[config.mk]
export PLATFORM = sky130hd
export DESIGN_NAME = hex_uart_tx
export DESIGN_NICKNAME = d
export VERILOG_FILES = /design/src/rtl/hex_uart_tx.sv
export SDC_FILE = /design/constraint.sdc
export NUM_CORES = 1
export LEC_CHECK = 0
export BUFFER_PORTS_ARGS = -buffer_cell sky130_fd_sc_hd__clkbuf_2
export CAP_MARGIN = 20
export CORE_AREA = 2 2 92 94
export CTS_CLUSTER_DIAMETER = 100
export DETAILED_ROUTE_END_ITERATION = 8
export DIE_AREA = 0 0 94 96
export GPL_TIMING_DRIVEN = 0
export PLACE_DENSITY = 0.44
export SYNTH_ARGS = -nofsm -noshare
export SYNTH_HDL_FRONTEND = slang
export SYNTH_SLANG_ARGS = --single-unit
[constraint.sdc]
create_clock -name clk -period 5.4 [get_ports clk]
set_clock_uncertainty 0.15 [all_clocks]
set_input_delay 0.27 -clock clk [delete_from_list [all_inputs] [get_ports clk]]
set_output_delay 0.27 -clock clk [all_outputs]
set_load 0.03 [all_outputs]
[src/rtl/hex_uart_tx.sv]
// hex_uart_tx: latches a 4-nibble word, sends each nibble as an uppercase ASCII hex
// character over an 8N1 UART line (digit1 first), and can append CR LF after the digits.
// o_tx_busy stays high from the cycle after acceptance until the last stop bit completes.
module hex_uart_tx #(
    parameter int unsigned CLKS_PER_BIT = 868,
    parameter bit          SEND_CRLF    = 1'b1
) (
    input  logic       clk,
    input  logic       rst,
    input  logic [3:0] i_tx_data1,
    input  logic [3:0] i_tx_data2,
    input  logic [3:0] i_tx_data3,
    input  logic [3:0] i_tx_data4,
    input  logic       i_tx_valid,
    output logic       o_tx_busy,
    output logic       o_uart_tx
);

    // Keep the baud counter at least 1 bit wide so CLKS_PER_BIT=1 still elaborates.
    localparam int unsigned       BAUD_W    = (CLKS_PER_BIT > 1) ? $clog2(CLKS_PER_BIT) : 1;
    localparam logic [BAUD_W-1:0] BAUD_LAST = BAUD_W'(CLKS_PER_BIT - 1);
    localparam logic [2:0]        LAST_CHAR = SEND_CRLF ? 3'd5 : 3'd3;

    typedef enum logic [1:0] {StIdle, StStart, StData, StStop} state_e;

    state_e            r_state, w_state_next;
    logic [BAUD_W-1:0] r_baud_cnt, w_baud_cnt_next;
    logic [2:0]        r_bit_idx, w_bit_idx_next;
    logic [2:0]        r_char_idx, w_char_idx_next;
    logic [15:0]       r_data, w_data_next;
    logic              r_tx, w_tx_next;
    logic              r_busy, w_busy_next;

    logic [7:0]        w_cur_char;
    logic [2:0]        w_next_bit;
    logic              w_baud_done;

    function automatic logic [7:0] f_hex_ascii(input logic [3:0] n);
        if (n < 4'd10) begin
            return 8'h30 + {4'h0, n};
        end
        return 8'h37 + {4'h0, n};
    endfunction

    assign w_baud_done = (r_baud_cnt == BAUD_LAST);
    assign w_next_bit  = r_bit_idx + 3'd1;

    // Select the character currently being framed.
    always_comb begin
        w_cur_char = 8'h0A;
        case (r_char_idx)
            3'd0:    w_cur_char = f_hex_ascii(r_data[15:12]);
            3'd1:    w_cur_char = f_hex_ascii(r_data[11:8]);
            3'd2:    w_cur_char = f_hex_ascii(r_data[7:4]);
            3'd3:    w_cur_char = f_hex_ascii(r_data[3:0]);
            3'd4:    w_cur_char = 8'h0D;
            default: w_cur_char = 8'h0A;
        endcase
    end

    // Next-state logic; w_tx_next is the line level for the cycle after the edge.
    always_comb begin
        w_state_next    = r_state;
        w_baud_cnt_next = r_baud_cnt;
        w_bit_idx_next  = r_bit_idx;
        w_char_idx_next = r_char_idx;
        w_data_next     = r_data;
        w_tx_next       = r_tx;
        w_busy_next     = r_busy;

        unique case (r_state)
            StIdle: begin
                w_tx_next   = 1'b1;
                w_busy_next = 1'b0;
                if (i_tx_valid) begin
                    w_data_next     = {i_tx_data1, i_tx_data2, i_tx_data3, i_tx_data4};
                    w_state_next    = StStart;
                    w_baud_cnt_next = '0;
                    w_bit_idx_next  = 3'd0;
                    w_char_idx_next = 3'd0;
                    w_tx_next       = 1'b0;
                    w_busy_next     = 1'b1;
                end
            end
            StStart: begin
                if (w_baud_done) begin
                    w_baud_cnt_next = '0;
                    w_bit_idx_next  = 3'd0;
                    w_state_next    = StData;
                    w_tx_next       = w_cur_char[0];
                end else begin
                    w_baud_cnt_next = r_baud_cnt + BAUD_W'(1);
                end
            end
            StData: begin
                if (w_baud_done) begin
                    w_baud_cnt_next = '0;
                    if (r_bit_idx == 3'd7) begin
                        w_state_next = StStop;
                        w_tx_next    = 1'b1;
                    end else begin
                        w_bit_idx_next = w_next_bit;
                        w_tx_next      = w_cur_char[w_next_bit];
                    end
                end else begin
                    w_baud_cnt_next = r_baud_cnt + BAUD_W'(1);
                end
            end
            StStop: begin
                if (w_baud_done) begin
                    w_baud_cnt_next = '0;
                    if (r_char_idx < LAST_CHAR) begin
                        // Next start bit follows the stop bit with no idle gap.
                        w_char_idx_next = r_char_idx + 3'd1;
                        w_state_next    = StStart;
                        w_tx_next       = 1'b0;
                    end else begin
                        w_char_idx_next = 3'd0;
                        w_state_next    = StIdle;
                        w_tx_next       = 1'b1;
                        w_busy_next     = 1'b0;
                    end
                end else begin
                    w_baud_cnt_next = r_baud_cnt + BAUD_W'(1);
                end
            end
            default: begin
                w_state_next = StIdle;
                w_tx_next    = 1'b1;
                w_busy_next  = 1'b0;
            end
        endcase
    end

    // State and registered outputs, synchronous reset.
    always_ff @(posedge clk) begin
        if (rst) begin
            r_state    <= StIdle;
            r_baud_cnt <= '0;
            r_bit_idx  <= 3'd0;
            r_char_idx <= 3'd0;
            r_data     <= 16'h0000;
            r_tx       <= 1'b1;
            r_busy     <= 1'b0;
        end else begin
            r_state    <= w_state_next;
            r_baud_cnt <= w_baud_cnt_next;
            r_bit_idx  <= w_bit_idx_next;
            r_char_idx <= w_char_idx_next;
            r_data     <= w_data_next;
            r_tx       <= w_tx_next;
            r_busy     <= w_busy_next;
        end
    end

    assign o_uart_tx = r_tx;
    assign o_tx_busy = r_busy;

endmodule
==> results of run 1 <==
-- through the flow --
step | util [%] | hold WS, ns
floorplan | - | 0.256
global placement | 31.8 | 0.294
detailed placement | 31.8 | 0.305
CTS | 32.9 | 0.0275
global route | 32.9 | 0.0416
finish | 32.9 | 0.0323
-- cell families after synthesis --
| kind of cell | Yosys count |
|---|---|
| buf+inv | 28 |
| fa+ha+maj | 17 |
| compound gates | 80 |
| flops | 36 |
| mux | 5 |
| simple gates | 132 |
| xor+xnor | 10 |
-- layout by cell type (no fill, tap or decap), types with 5 or more instances in the layout --
master     n
xor2_1     5
xnor2_1    5
dfxtp_1   36
nand2_1   63
o21ai_0   17
nand4_1    5
clkbuf_1  11
clkbuf_2  20
ha_1      17
a21oi_1   29
nand3_1    5
clkbuf_8   5
inv_1     15
nor2_1    23
nor2b_1    8
-- tightest hold or removal path, cell delays in order --
cell,delay [ns]
clkbuf_2,0.08
nand2_1,0.04
a21oi_1,0.05
-- layer usage --
metal	wire (um)	vias up	global-route usage [%]	share of wire (%)
li1	-	1131	-	-
met1	2690	959	17.1	48
met2	2620	28	23.4	47
met3	207	8	2.82	3.7
met4	78	0	3.74	1.4
met5	0	-	0	0
-- sequential cells by signal (all words and copies together), names as in the netlist --
signal and flops:
r_data 16, r_state 2, o_tx_busy 1, o_uart_tx 1, r_char_idx 3, r_bit_idx 3
r_baud_cnt 10
-- worst min-delay path by stage --
stage	startpoint	endpoint	slack (ns)	cells past startpoint
final	i_tx_data3[0]	r_data[4]$_SDFFE_PP0P_	0.03	3
after global routing	i_tx_data3[0]	r_data[4]$_SDFFE_PP0P_	0.04	3
after CTS	i_tx_data2[1]	r_data[9]$_SDFFE_PP0P_	0.03	3
after detailed placement	r_bit_idx[2]$_SDFFE_PP0P_	r_bit_idx[2]$_SDFFE_PP0P_	0.30	2
after global placement	r_bit_idx[2]$_SDFFE_PP0P_	r_bit_idx[2]$_SDFFE_PP0P_	0.29	2
after floorplan	i_tx_data2[0]	r_data[8]$_SDFFE_PP0P_	0.26	2
-- power groups by stage --
stage / clock network, mW / registers (mW) / logic (mW)
floorplan: 0 / 0.363 / 0.299
detailed placement: 0 / 0.367 / 0.404
CTS: 0.209 / 0.361 / 0.406
global route: 0.220 / 0.370 / 0.461
finish: 0.199 / 0.360 / 0.399
global placement: 0 / 0.367 / 0.399
-- final cells by class --
cell class | count | share of cell area [%]
clock inverter | 3 | 0.709
tap | 105 | 4.96
timing repair buffer | 20 | 3.78
multi-input combinational | 244 | 56.8
inverter | 16 | 2.27
sequential | 36 | 27.2
buffer | 12 | 1.70
clock buffer | 5 | 2.60
==> metrics.md, run 1 <==
| Metric | Value |
|---|---|
| Port Buffer Count | 20 |
| Share of layout cells above drive strength 1 | 11.0% |
| Area leader, netlist | dfxtp_1 |
| CP Launch Point | r_baud_cnt[0]$_SDFFE_PP0P_ |
| Most common cell in the netlist | nand2_1 |
| Simple-Gate Fraction of Synth Area | approximately 28% |
| Hold-fix buffers at CTS | 0 |
| RR Startpoint | r_baud_cnt[0]$_SDFFE_PP0P_ |
| Grt ovf | 0 |
| Most used flip-flop cell after synthesis | dfxtp_1 |
| Max_slew headroom | between 60% and 70% |
| Count of final max-slew check failures | 0 |
| Clock Tree Buf Depth | 2 |
| Yosys warns | 0 |
| Worst R2R Setup Slack | around 2.6 ns |
| Worst path max stage delay | roughly 0.48 ns |
| Slowest stage cell, crit path | or4b_4 |
| Rows | 33 |
| Setup crit start kind | flip-flop |
| Htree depth | 2 |
| Final setup violation count | 0 |
| CP arrival | between 2 and 3 ns |
| Vias per Instance | about 4.8 |
| Clk sinks | 36 |
| Critical path capture point type | flip-flop |
| Die height | 96 um |
| Setup TNS | 0 ns |
| Max-cap viol count | 0 |
| CTS resizes | 0 |
| P_sw | ~0.4 mW |
| Clock latency on the worst-skew pair | 0.30 ns |
| Stages on worst setup path | 7 |
| Dpl ws | 2.64 ns |
| Worst Path Max Fanout | 10 |
| Starting Density | between 20 and 30% |
| Die width | between 90 and 100 um |
| Post-synth EDFFs | 0 |
| Io pins | 21 |
| Placed inst area | between 2000 and 3000 um^2 |
| Synthesized cell area | ~2300 um^2 |
| Dpl cells | 433 |
| Syn_nets | about 340 |
| Unique masters post-synth | 50 |
| Fmax achieved | 0.357 GHz |
| Critical path class | flip-flop to flip-flop |
| Detail Route Antenna Nets | 0 |
| Global-route wire length before repair | 9780 um |
| Fin. Hold Viols | 0 |
| Combinational group share of total power | 41.6% |
| FF+latch area | 721 um^2 |
| Initial antenna violation count | 0 |
| Final period util | 51.8% |
| DR pass1 iterations | 4 |
| Mux cell area share after synthesis | 2.20% |
| Global Route Usage Sum | 13.5% |
| Power share of the clock group | between 20% and 30% |
| Post-synthesis xor/xnor area fraction | ~3.8% |
| Filler instances | ~870 |
| Clk root buf | clkbuf_8 |
| Outcome | complete, no violations |
| Total core area | around 8100 um^2 |
| Post-CTS setup buffers | 0 |
| Worst endpoint required time | 5.47 ns |
| Crit path time final | approximately 2.8 ns |
| CTS buffer count | 5 |
| Tot Pwr | 0.958 mW |
| CTS tree | yes |
| Post-synth top area share | between 30 and 40% |
| Avg WL per Cell | between 10 and 15 um |
| Non-Filler Instances | approximately 440 |
| WP buf/inv | 0 |
| HPWL after DPL | roughly 4300 um |
| DRC violations left | 0 |
| Largest family of logic cells by synthesized area | simple AND/OR/NAND/NOR gates |
| Seq cells post-synth | 36 |
| Final Cell Area | 2650 um^2 |
| Seq/Total Area, Yosys | a little under a third |
| Slew @ Worst Pin | between 0.5 and 0.6 ns |
| Placer Congestion | between 0.8 and 0.9 |
| Antenna cells | 0 |
| Avg Cell Area, Syn | about 7.6 um^2 |
| Crit path max-delay family | simple AND/OR/NAND/NOR gates |
| Leakage power total | a little under 1 nW |
| Switch share | a little over two fifths |
| Vias in the first global route | approximately 2100 |
| RSZ-0062 raised after global routing | no |
| Compound-gate portion of the synthesized area | about 21% |
| Final nets | between 300 and 400 |
| DR vias | around 2100 |
| Initial DRC count | 76 |
| Total power divided by cell area | between 300 and 400 nW/um^2 |
| Crit path cell chain | ha_1 -> or4b_4 -> nor4_4 -> nand2b_1 -> a221o_1 -> or3b_1 -> a21oi_2 |
| Sequential power share | 37.6% |
| Commonest cells post-synth | 63 x nand2_1, 36 x dfxtp_1, 29 x a21oi_1, 23 x nor2_1 |
| Synth Area in Adders | between 9 and 10% |
| DRT Wirelength | approximately 5600 um |
| Mapped Cells | approximately 310 |
| Max VDD drop | between 0.0001 and 0.00015 V |
| Capture point of the worst reg-to-reg path | r_bit_idx[0]$_SDFFE_PP0P_ |
| Multi-input combinational cell area | around 1500 um^2 |
| Crit path to | r_bit_idx[0]$_SDFFE_PP0P_ |
| P&R area growth vs syn | 13.7% |
| Internal power | between 0.5 and 0.6 mW |
| Ys async rst share | 0% |
| Die ar. | around 9000 um^2 |
| Synth top area cells | dfxtp_1 31%, nand2_1 10%, ha_1 9.1%, a21oi_1 6.2%, nor2_1 3.7% |
| FF-to-FF path depth | 7 |
| Largest net degree at the start of global routing | 13 |
| Hold/Removal Path Class | input pin to flip-flop |
| Final worst setup slack | 2.60 ns |
| Clk pin slew, worst setup/hold paths | approximately 0.09 ns |
Note: power is estimated with default switching activity, not from simulation.
==> inputs of run 2 (changes only) <==
--- a/config.mk
+++ b/config.mk
@@ -5,12 +5,13 @@
 export SDC_FILE = /design/constraint.sdc
 export NUM_CORES = 1
 export LEC_CHECK = 0
+export ABC_AREA = 1
 export BUFFER_PORTS_ARGS = -buffer_cell sky130_fd_sc_hd__clkbuf_2
 export CAP_MARGIN = 20
-export CORE_AREA = 2 2 92 94
+export CORE_AREA = 2 2 94 96
 export CTS_CLUSTER_DIAMETER = 100
 export DETAILED_ROUTE_END_ITERATION = 8
-export DIE_AREA = 0 0 94 96
+export DIE_AREA = 0 0 96 98
 export GPL_TIMING_DRIVEN = 0
 export PLACE_DENSITY = 0.44
 export SYNTH_ARGS = -nofsm -noshare
==> constraint.sdc (replaced) <==
create_clock -name clk -period 2.8 [get_ports clk]
set_clock_uncertainty 0.15 [all_clocks]
set_input_delay 0.14 -clock clk [delete_from_list [all_inputs] [get_ports clk]]
set_output_delay 0.14 -clock clk [all_outputs]
set_load 0.03 [all_outputs]
==> metrics.md, run 2 <==
| Metric | Value |
|---|---|
| Avg WL per Cell | 12.0 um (was 12.7 um) |
| Outcome | finished, violations left (was complete, no violations) |
| Clk pin slew, worst setup/hold paths | 0.08 ns (was 0.09 ns) |
| Vias per Instance | 4.58 (was 4.82) |
| Internal power | 1.39 mW (was 0.557 mW) |
| Crit path time final | 2.06 ns (was 2.80 ns) |
| Max-cap viol count | 0 (unchanged) |
| P&R area growth vs syn | 18.9% (was 13.7%) |
| Placer Congestion | 0.796 (was 0.825) |
| Clock latency on the worst-skew pair | 0.29 ns (was 0.30 ns) |
| Grt ovf | 0 (unchanged) |
| Most frequent cells in the layout | 81 x nand2_1, 41 x inv_1, 39 x a21oi_1 (was 63 x nand2_1, 36 x dfxtp_1, 29 x a21oi_1) |
| Final period util | 73.5% (was 51.8%) |
| Post-synth top area share | 29.4% (was 31.0%) |
| Count of final max-slew check failures | 0 (unchanged) |
| CP arrival | 2.10 ns (was 2.87 ns) |
| CTS resizes | 0 (unchanged) |
| Ys async rst share | 0% (unchanged) |
| Power share of the clock group | 18.1% (was 20.8%) |
| Area leader, netlist | dfxtp_1 (unchanged) |
| Die ar. | 9410 um^2 (was 9020 um^2) |
| DR pass1 iterations | 4 (unchanged) |
| Io pins | 21 (unchanged) |
| Total power divided by cell area | 884 nW/um^2 (was 362 nW/um^2) |
| Rows | 34 (was 33) |
| Seq cells post-synth | 36 (unchanged) |
| Hold path depth | 3 (unchanged) |
| WP buf/inv | 2 (was 0) |
| Largest net degree at the start of global routing | 12 (was 13) |
| Global Route Usage Sum | 14.1% (was 13.5%) |
| Regs by FF count | r_data x16, r_baud_cnt x10 (unchanged) |
| Hold-fix buffers at CTS | 12 (was 0) |
| DRC violations left | 0 (unchanged) |
| Clk sinks | 36 (unchanged) |
| Total core area | 8470 um^2 (was 8050 um^2) |
| Worst R2R Setup Slack | 0.74 ns (was 2.60 ns) |
| Commonest cells post-synth | 81 x nand2_1, 41 x inv_1, 39 x a21oi_1, 36 x dfxtp_1, 36 x nor2_1 (was 63 x nand2_1, 36 x dfxtp_1, 29 x a21oi_1, 23 x nor2_1) |
| Setup crit start kind | flip-flop (unchanged) |
| Post-CTS setup buffers | 0 (unchanged) |
| Filler instances | 938 (was 869) |
| FF+latch area | 721 um^2 (unchanged) |
| Worst endpoint required time | 2.84 ns (was 5.47 ns) |
| Fin. Hold Viols | 2 (was 0) |
| Htree depth | 2 (unchanged) |
| Clock Tree Buf Depth | 2 (unchanged) |
| CTS buffer count | 5 (unchanged) |
| Non-Filler Instances | 514 (was 441) |
| P_sw | 1.19 mW (was 0.402 mW) |
| FF-to-FF path depth | 16 (was 7) |
| Detail Route Antenna Nets | 0 (unchanged) |
| Share of layout cells above drive strength 1 | 14.8% (was 11.0%) |
| DRT Wirelength | 6160 um (was 5590 um) |
| Mapped Cells | 366 (was 308) |
| Port Buffer Count | 20 (unchanged) |
| Yosys warns | 0 (unchanged) |
| Most common cell after layout, fill and taps aside | nand2_1 (unchanged) |
| Final worst setup slack | 0.742 ns (was 2.60 ns) |
| Max VDD drop | 0.000212 V (was 0.000118 V) |
| Hold/Removal Path Class | input pin to flip-flop (unchanged) |
| Setup TNS | 0 ns (unchanged) |
| HP Start | i_tx_data4[2] (was i_tx_data3[0]) |
| Post-synth EDFFs | 0 (unchanged) |
| Most used flip-flop cell after synthesis | dfxtp_1 (unchanged) |
| Crit path cell chain | inv_4 -> ha_1 -> inv_1 -> a21oi_1 -> nand2_1 -> nand2_1 -> nor2_1 -> nor2_1 -> nor2_1 -> nand3_1 -> nand2_1 -> nand2_1 -> nand2_1 -> nand2_1 -> nand2_1 -> nand2_1 (was ha_1 -> or4b_4 -> nor4_4 -> nand2b_1 -> a221o_1 -> or3b_1 -> a21oi_2) |
| Unique masters post-synth | 35 (was 50) |
| CTS tree | yes (unchanged) |
| Most common cell on crit path | nand2_1 |
| DR vias | 2353 (was 2126) |
| Max reg flops | 16 (unchanged) |
| Max_slew headroom | 63.8% (was 61.8%) |
| RSZ-0062 raised after global routing | no (unchanged) |
| Switch share | 46.1% (was 41.9%) |
| Vias in the first global route | 2288 (was 2065) |
| Failing checks | negative hold slack |
| Synthesized cell area | 2450 um^2 (was 2330 um^2) |
| Initial antenna violation count | 0 (unchanged) |
| Die width | 96 um (was 94 um) |
| Crit path max-delay family | simple AND/OR/NAND/NOR gates (unchanged) |
| Global-route wire length before repair | 10600 um (was 9780 um) |
| Largest register by flop count | r_data (unchanged) |
| Worst Hold Endpoint | r_data[2]$_SDFFE_PP0P_ (was r_data[4]$_SDFFE_PP0P_) |
| Critical path class | flip-flop to flip-flop (unchanged) |
| Avg Cell Area, Syn | 6.70 um^2 (was 7.56 um^2) |
| Combinational group share of total power | 53.7% (was 41.6%) |
| Die height | 98 um (was 96 um) |
| Capture point of the worst reg-to-reg path | o_uart_tx$_SDFFE_PP1P_ (was r_bit_idx[0]$_SDFFE_PP0P_) |
| Final nets | 441 (was 371) |
| Multi-input combinational cell area | 1490 um^2 (was 1500 um^2) |
| Critical path capture point type | flip-flop (unchanged) |
| Sequential power share | 28.2% (was 37.6%) |
| Antenna cells | 0 (unchanged) |
| Worst Path Max Fanout | 6 (was 10) |
| HPWL after DPL | 4740 um (was 4320 um) |
| Final setup violation count | 0 (unchanged) |
| Synth top area cells | dfxtp_1 29%, nand2_1 12%, ha_1 8.7%, a21oi_1 8.0%, inv_1 6.3% (was dfxtp_1 31%, nand2_1 10%, ha_1 9.1%, a21oi_1 6.2%, nor2_1 3.7%) |
| Dpl ws | 0.743 ns (was 2.64 ns) |
| Slew @ Worst Pin | 0.544 ns (was 0.568 ns) |
| Dpl cells | 494 (was 433) |
| Clk root buf | clkbuf_8 (unchanged) |
| Hold_ws | -0.00203 ns (was 0.0323 ns) |
| Initial DRC count | 48 (was 76) |
| Fmax achieved | 0.486 GHz (was 0.357 GHz) |
| Most common cell in the netlist | nand2_1 (unchanged) |
| Worst path max stage delay | 0.46 ns (was 0.48 ns) |
| Seq/Total Area, Yosys | 29.4% (was 31.0%) |
| RR Startpoint | r_char_idx[2]$_SDFFE_PP0P_ (was r_baud_cnt[0]$_SDFFE_PP0P_) |
| Syn_nets | 402 (was 344) |
| Slowest stage cell, crit path | dfxtp_1 (was or4b_4) |
| Leakage power total | 1.28 nW (was 0.967 nW) |
| Starting Density | 29.0% (was 28.9%) |
[run 2: worst max path at each step]
| stage | from | end | slack (ns) | cells after the start |
|---|---|---|---|---|
| 2_1_floorplan | r_state[0]$_SDFFE_PP0P_ | r_baud_cnt[9]$_SDFFE_PP0P_ | 1.01 | 10 |
| 3_3_place_gp | r_char_idx[2]$_SDFFE_PP0P_ | o_uart_tx$_SDFFE_PP1P_ | 0.73 | 16 |
| 3_5_place_dp | r_char_idx[2]$_SDFFE_PP0P_ | o_uart_tx$_SDFFE_PP1P_ | 0.74 | 16 |
| 4_1_cts | r_char_idx[2]$_SDFFE_PP0P_ | o_uart_tx$_SDFFE_PP1P_ | 0.72 | 16 |
| 5_1_grt | r_char_idx[2]$_SDFFE_PP0P_ | o_uart_tx$_SDFFE_PP1P_ | 0.49 | 16 |
| 6_report | r_char_idx[2]$_SDFFE_PP0P_ | o_uart_tx$_SDFFE_PP1P_ | 0.74 | 16 |
[run 2: metrics by stage]
step | area [um^2] | hold WS, ns | power (mW) | utilization, %
6_report | 2920 | -0.00203 | 2.58 | 34.4
5_1_grt | 2920 | 0.0220 | 2.86 | 34.4
4_1_cts | 2920 | 0.00134 | 2.62 | 34.4
3_5_place_dp | 2690 | 0.284 | 2.12 | 31.7
3_3_place_gp | 2690 | 0.267 | 2.12 | 31.7
2_1_floorplan | 2450 | 0.156 | 1.81 | -
[run 2: cell type report]
| cell class | instances | share of cell area (%) |
|---|---|---|
| Buffer | 8 | 1.42 |
| Clock buffer | 6 | 2.49 |
| Clock inverter | 2 | 1.20 |
| Inverter | 51 | 6.82 |
| Multi-Input combinational cell | 271 | 51.2 |
| Sequential cell | 36 | 24.7 |
| Tap cell | 108 | 4.64 |
| Timing Repair Buffer | 32 | 7.55 |
[run 2: cells by family (layout without fill, tap and decap cells)]
group	after synthesis	count (layout)	synth area share [%]
AND/OR/NAND/NOR	173	173	32.8
AO/OA/AOI/OAI	78	78	18.3
buffers and inverters	59	99	9.80
flip-flops	36	36	29.4
adder cells (fa/ha/maj)	17	17	8.67
XOR/XNOR	3	3	1.07
[run 2: per-layer routing]
layer	vias to the layer above	wire length (um)	global-route usage, %
met1	1051	3170	20.0
li1	1271	-	-
met3	6	218	2.62
met4	0	72	3.63
met2	25	2700	22.0
met5	-	0	0
[run 2: power groups by stage]
stage / clock network, mW / logic, mW / registers (mW)
6_report: 0.468 / 1.38 / 0.727
5_1_grt: 0.509 / 1.60 / 0.747
4_1_cts: 0.490 / 1.40 / 0.727
3_5_place_dp: 0 / 1.38 / 0.739
3_3_place_gp: 0 / 1.38 / 0.736
2_1_floorplan: 0 / 1.07 / 0.739
[run 2: tightest hold or removal path, cell delays in order]
cell and delay [ns]:
clkbuf_2 0.07, o21ai_0 0.08, a21oi_1 0.11
==> inputs of run 3 (changes only) <==
==> config.mk (replaced) <==
export PLATFORM = sky130hd
export DESIGN_NAME = hex_uart_tx
export DESIGN_NICKNAME = d
export VERILOG_FILES = /design/src/rtl/hex_uart_tx.sv
export SDC_FILE = /design/constraint.sdc
export NUM_CORES = 1
export LEC_CHECK = 0
export ABC_AREA = 0
export BUFFER_PORTS_ARGS = -buffer_cell sky130_fd_sc_hd__clkbuf_2
export CAP_MARGIN = 20
export CORE_AREA = 2 2 92 94
export CTS_CLUSTER_DIAMETER = 100
export DETAILED_ROUTE_END_ITERATION = 8
export DIE_AREA = 0 0 94 96
export GPL_TIMING_DRIVEN = 0
export PLACE_DENSITY = 0.45
export SYNTH_ARGS = -nofsm -noshare
export SYNTH_HDL_FRONTEND = slang
export SYNTH_SLANG_ARGS = --single-unit
==> constraint.sdc (replaced) <==
create_clock -name clk -period 1.72 [get_ports clk]
set_clock_uncertainty 0.15 [all_clocks]
set_input_delay 0.086 -clock clk [delete_from_list [all_inputs] [get_ports clk]]
set_output_delay 0.086 -clock clk [all_outputs]
set_load 0.03 [all_outputs]
==> metrics.md, run 3 (synthesis results as in run 1) <==
| Metric | Value |
|---|---|
| HPWL after DPL | 4260 um (was 4740 um) |
| Final worst setup slack | -0.707 ns (was 0.742 ns) |
| Worst Path Max Fanout | 4 (was 6) |
| Most frequent cells in the layout | 59 x nand2_1, 31 x dfxtp_1, 22 x a21oi_1 (was 81 x nand2_1, 41 x inv_1, 39 x a21oi_1) |
| Final setup violation count | 20 (was 0) |
| P&R area growth vs syn | 33.7% (was 18.9%) |
| Fmax achieved | 0.412 GHz (was 0.486 GHz) |
| Non-Filler Instances | 470 (was 514) |
| Leakage power total | 1.17 nW (was 1.28 nW) |
| CTS buffer count | 5 (unchanged) |
| Avg WL per Cell | 12.9 um (was 12.0 um) |
| Initial antenna violation count | 0 (unchanged) |
| Max VDD drop | 0.000460 V (was 0.000212 V) |
| Failing checks | negative setup slack (was negative hold slack) |
| Total core area | 8050 um^2 (was 8470 um^2) |
| Dpl cells | 433 (was 494) |
| Final period util | 141% (was 73.5%) |
| Fin. Hold Viols | 0 (was 2) |
| CTS tree | yes (unchanged) |
| CP arrival | 2.45 ns (was 2.10 ns) |
| Count of final max-slew check failures | 0 (unchanged) |
| DR pass1 iterations | 4 (unchanged) |
| Initial DRC count | 85 (was 48) |
| Hold/Removal Path Class | input pin to flip-flop (unchanged) |
| Filler instances | 851 (was 938) |
| Setup crit start kind | flip-flop (unchanged) |
| Largest net degree at the start of global routing | 11 (was 12) |
| Multi-input combinational cell area | 1660 um^2 (was 1490 um^2) |
| Die width | 94 um (was 96 um) |
| Rows | 33 (was 34) |
| Starting Density | 28.9% (was 29.0%) |
| Global Route Usage Sum | 14.2% (was 14.1%) |
| Clk sinks | 36 (unchanged) |
| Worst endpoint required time | 1.74 ns (was 2.84 ns) |
| Max reg flops | 16 (unchanged) |
| Regs by FF count | r_data x16, r_baud_cnt x10 (unchanged) |
| Vias per Instance | 4.80 (was 4.58) |
| DR vias | 2254 (was 2353) |
| Crit path time final | 2.43 ns (was 2.06 ns) |
| Most common cell after layout, fill and taps aside | nand2_1 (unchanged) |
| Final nets | 400 (was 441) |
| Clk root buf | clkbuf_8 (unchanged) |
| Placer Congestion | 0.798 (was 0.796) |
| Share of layout cells above drive strength 1 | 24.1% (was 14.8%) |
| FF+latch area | 727 um^2 (was 721 um^2) |
| Clk pin slew, worst setup/hold paths | 0.08 ns (about the same) |
| Htree depth | 2 (unchanged) |
| Critical path class | flip-flop to flip-flop (unchanged) |
| Die ar. | 9020 um^2 (was 9410 um^2) |
| Port Buffer Count | 20 (unchanged) |
| Max_slew headroom | 57.3% (was 63.8%) |
| Critical path capture point type | flip-flop (unchanged) |
| Io pins | 21 (unchanged) |
| Grt ovf | 0 (unchanged) |
| Largest register by flop count | r_data (unchanged) |
| Outcome | finished, violations left (unchanged) |
| Slew @ Worst Pin | 0.640 ns (was 0.544 ns) |
| Clock Tree Buf Depth | 2 (unchanged) |
| DRC violations left | 0 (unchanged) |
| Total power divided by cell area | 1120 nW/um^2 (was 884 nW/um^2) |
| Placed inst area | 2600 um^2 (was 2690 um^2) |
| Max-cap viol count | 0 (unchanged) |
| Final Cell Area | 3110 um^2 (was 2920 um^2) |
| Die height | 96 um (was 98 um) |
| Vias in the first global route | 2094 (was 2288) |
| Global-route wire length before repair | 10100 um (was 10600 um) |
| Detail Route Antenna Nets | 0 (unchanged) |
| Clock latency on the worst-skew pair | 0.29 ns (about the same) |
| RSZ-0062 raised after global routing | yes (was no) |
| DRT Wirelength | 6080 um (was 6160 um) |
| Antenna cells | 0 (unchanged) |
==> run 3: timing repair <==
item / 4_1_cts / 5_1_grt
buffers inserted: 8 / 6
hold buffers: 16 / 0
pin swaps: 24 / 9
endpoints found under the hold margin: 16 / 0
gates resized for setup: 31 / 17
endpoints found under the setup margin: 36 / 30
cloned: 1 / 0
==> run 3: area by class of cell <==
class / instances / area share (%)
buffer: 10 / 1.93
clock buffer: 8 / 2.89
inverter: 16 / 1.93
multi-input combinational: 244 / 53.2
sequential: 36 / 23.3
tap: 105 / 4.22
timing repair buffer: 51 / 12.5
==> run 3: report_power, final <==
| part | leakage, nW | total [mW] | internal [mW] | switching [mW] |
|---|---|---|---|---|
| Clock | 0.0455 | 0.638 | 0.327 | 0.311 |
| Sequential | 0.296 | 1.14 | 0.978 | 0.161 |
| Combinational | 0.833 | 1.71 | 0.799 | 0.908 |
| Total | 1.17 | 3.48 | 2.10 | 1.38 |
==> run 3: worst paths after layout <==
path                                            startpoint                         end  slack [ns]  cells after the start
worst max-delay path            r_baud_cnt[1]$_SDFFE_PP0P_      o_uart_tx$_SDFFE_PP1P_       -0.71                      8
worst min-delay path                            i_tx_valid  r_baud_cnt[1]$_SDFFE_PP0P_        0.05                      4
worst max register to register  r_baud_cnt[1]$_SDFFE_PP0P_      o_uart_tx$_SDFFE_PP1P_       -0.71                      8
worst min register to register   r_bit_idx[1]$_SDFFE_PP0P_   r_bit_idx[1]$_SDFFE_PP0P_        0.33                      2
==> run 3: metal layers <==
layer	part of all wire, %	track usage, %
met5	0	0
met4	0.97	3.74
met3	1.9	2.58
met2	49	24.6
met1	48	18.1
==> run 3: through the flow <==
step                      total power, mW  hold WS [ns]  util [%]  worst slack [ns]  setup TNS [ns]
final                                3.48        0.0546      38.7            -0.707           -9.95
after global routing                 3.76        0.0648      38.7            -0.760          -11.19
after CTS                            3.39        0.0655      37.5            -0.801          -11.22
after detailed placement             2.48         0.166      32.2            -0.972          -16.50
after global placement               2.47         0.159      32.2            -0.976          -16.69
after floorplan                      2.14        0.0720         -            -0.769           -7.76
==> run 3: critical path, stage by stage (launching register included) <==
cell and delay (ns):
dfxtp_2 0.35, ha_4 0.13, or4b_4 0.46, nor4_4 0.29, buf_4 0.21, nor2_2 0.04, a2111o_1 0.41, o32ai_2 0.21
a31oi_1 0.06
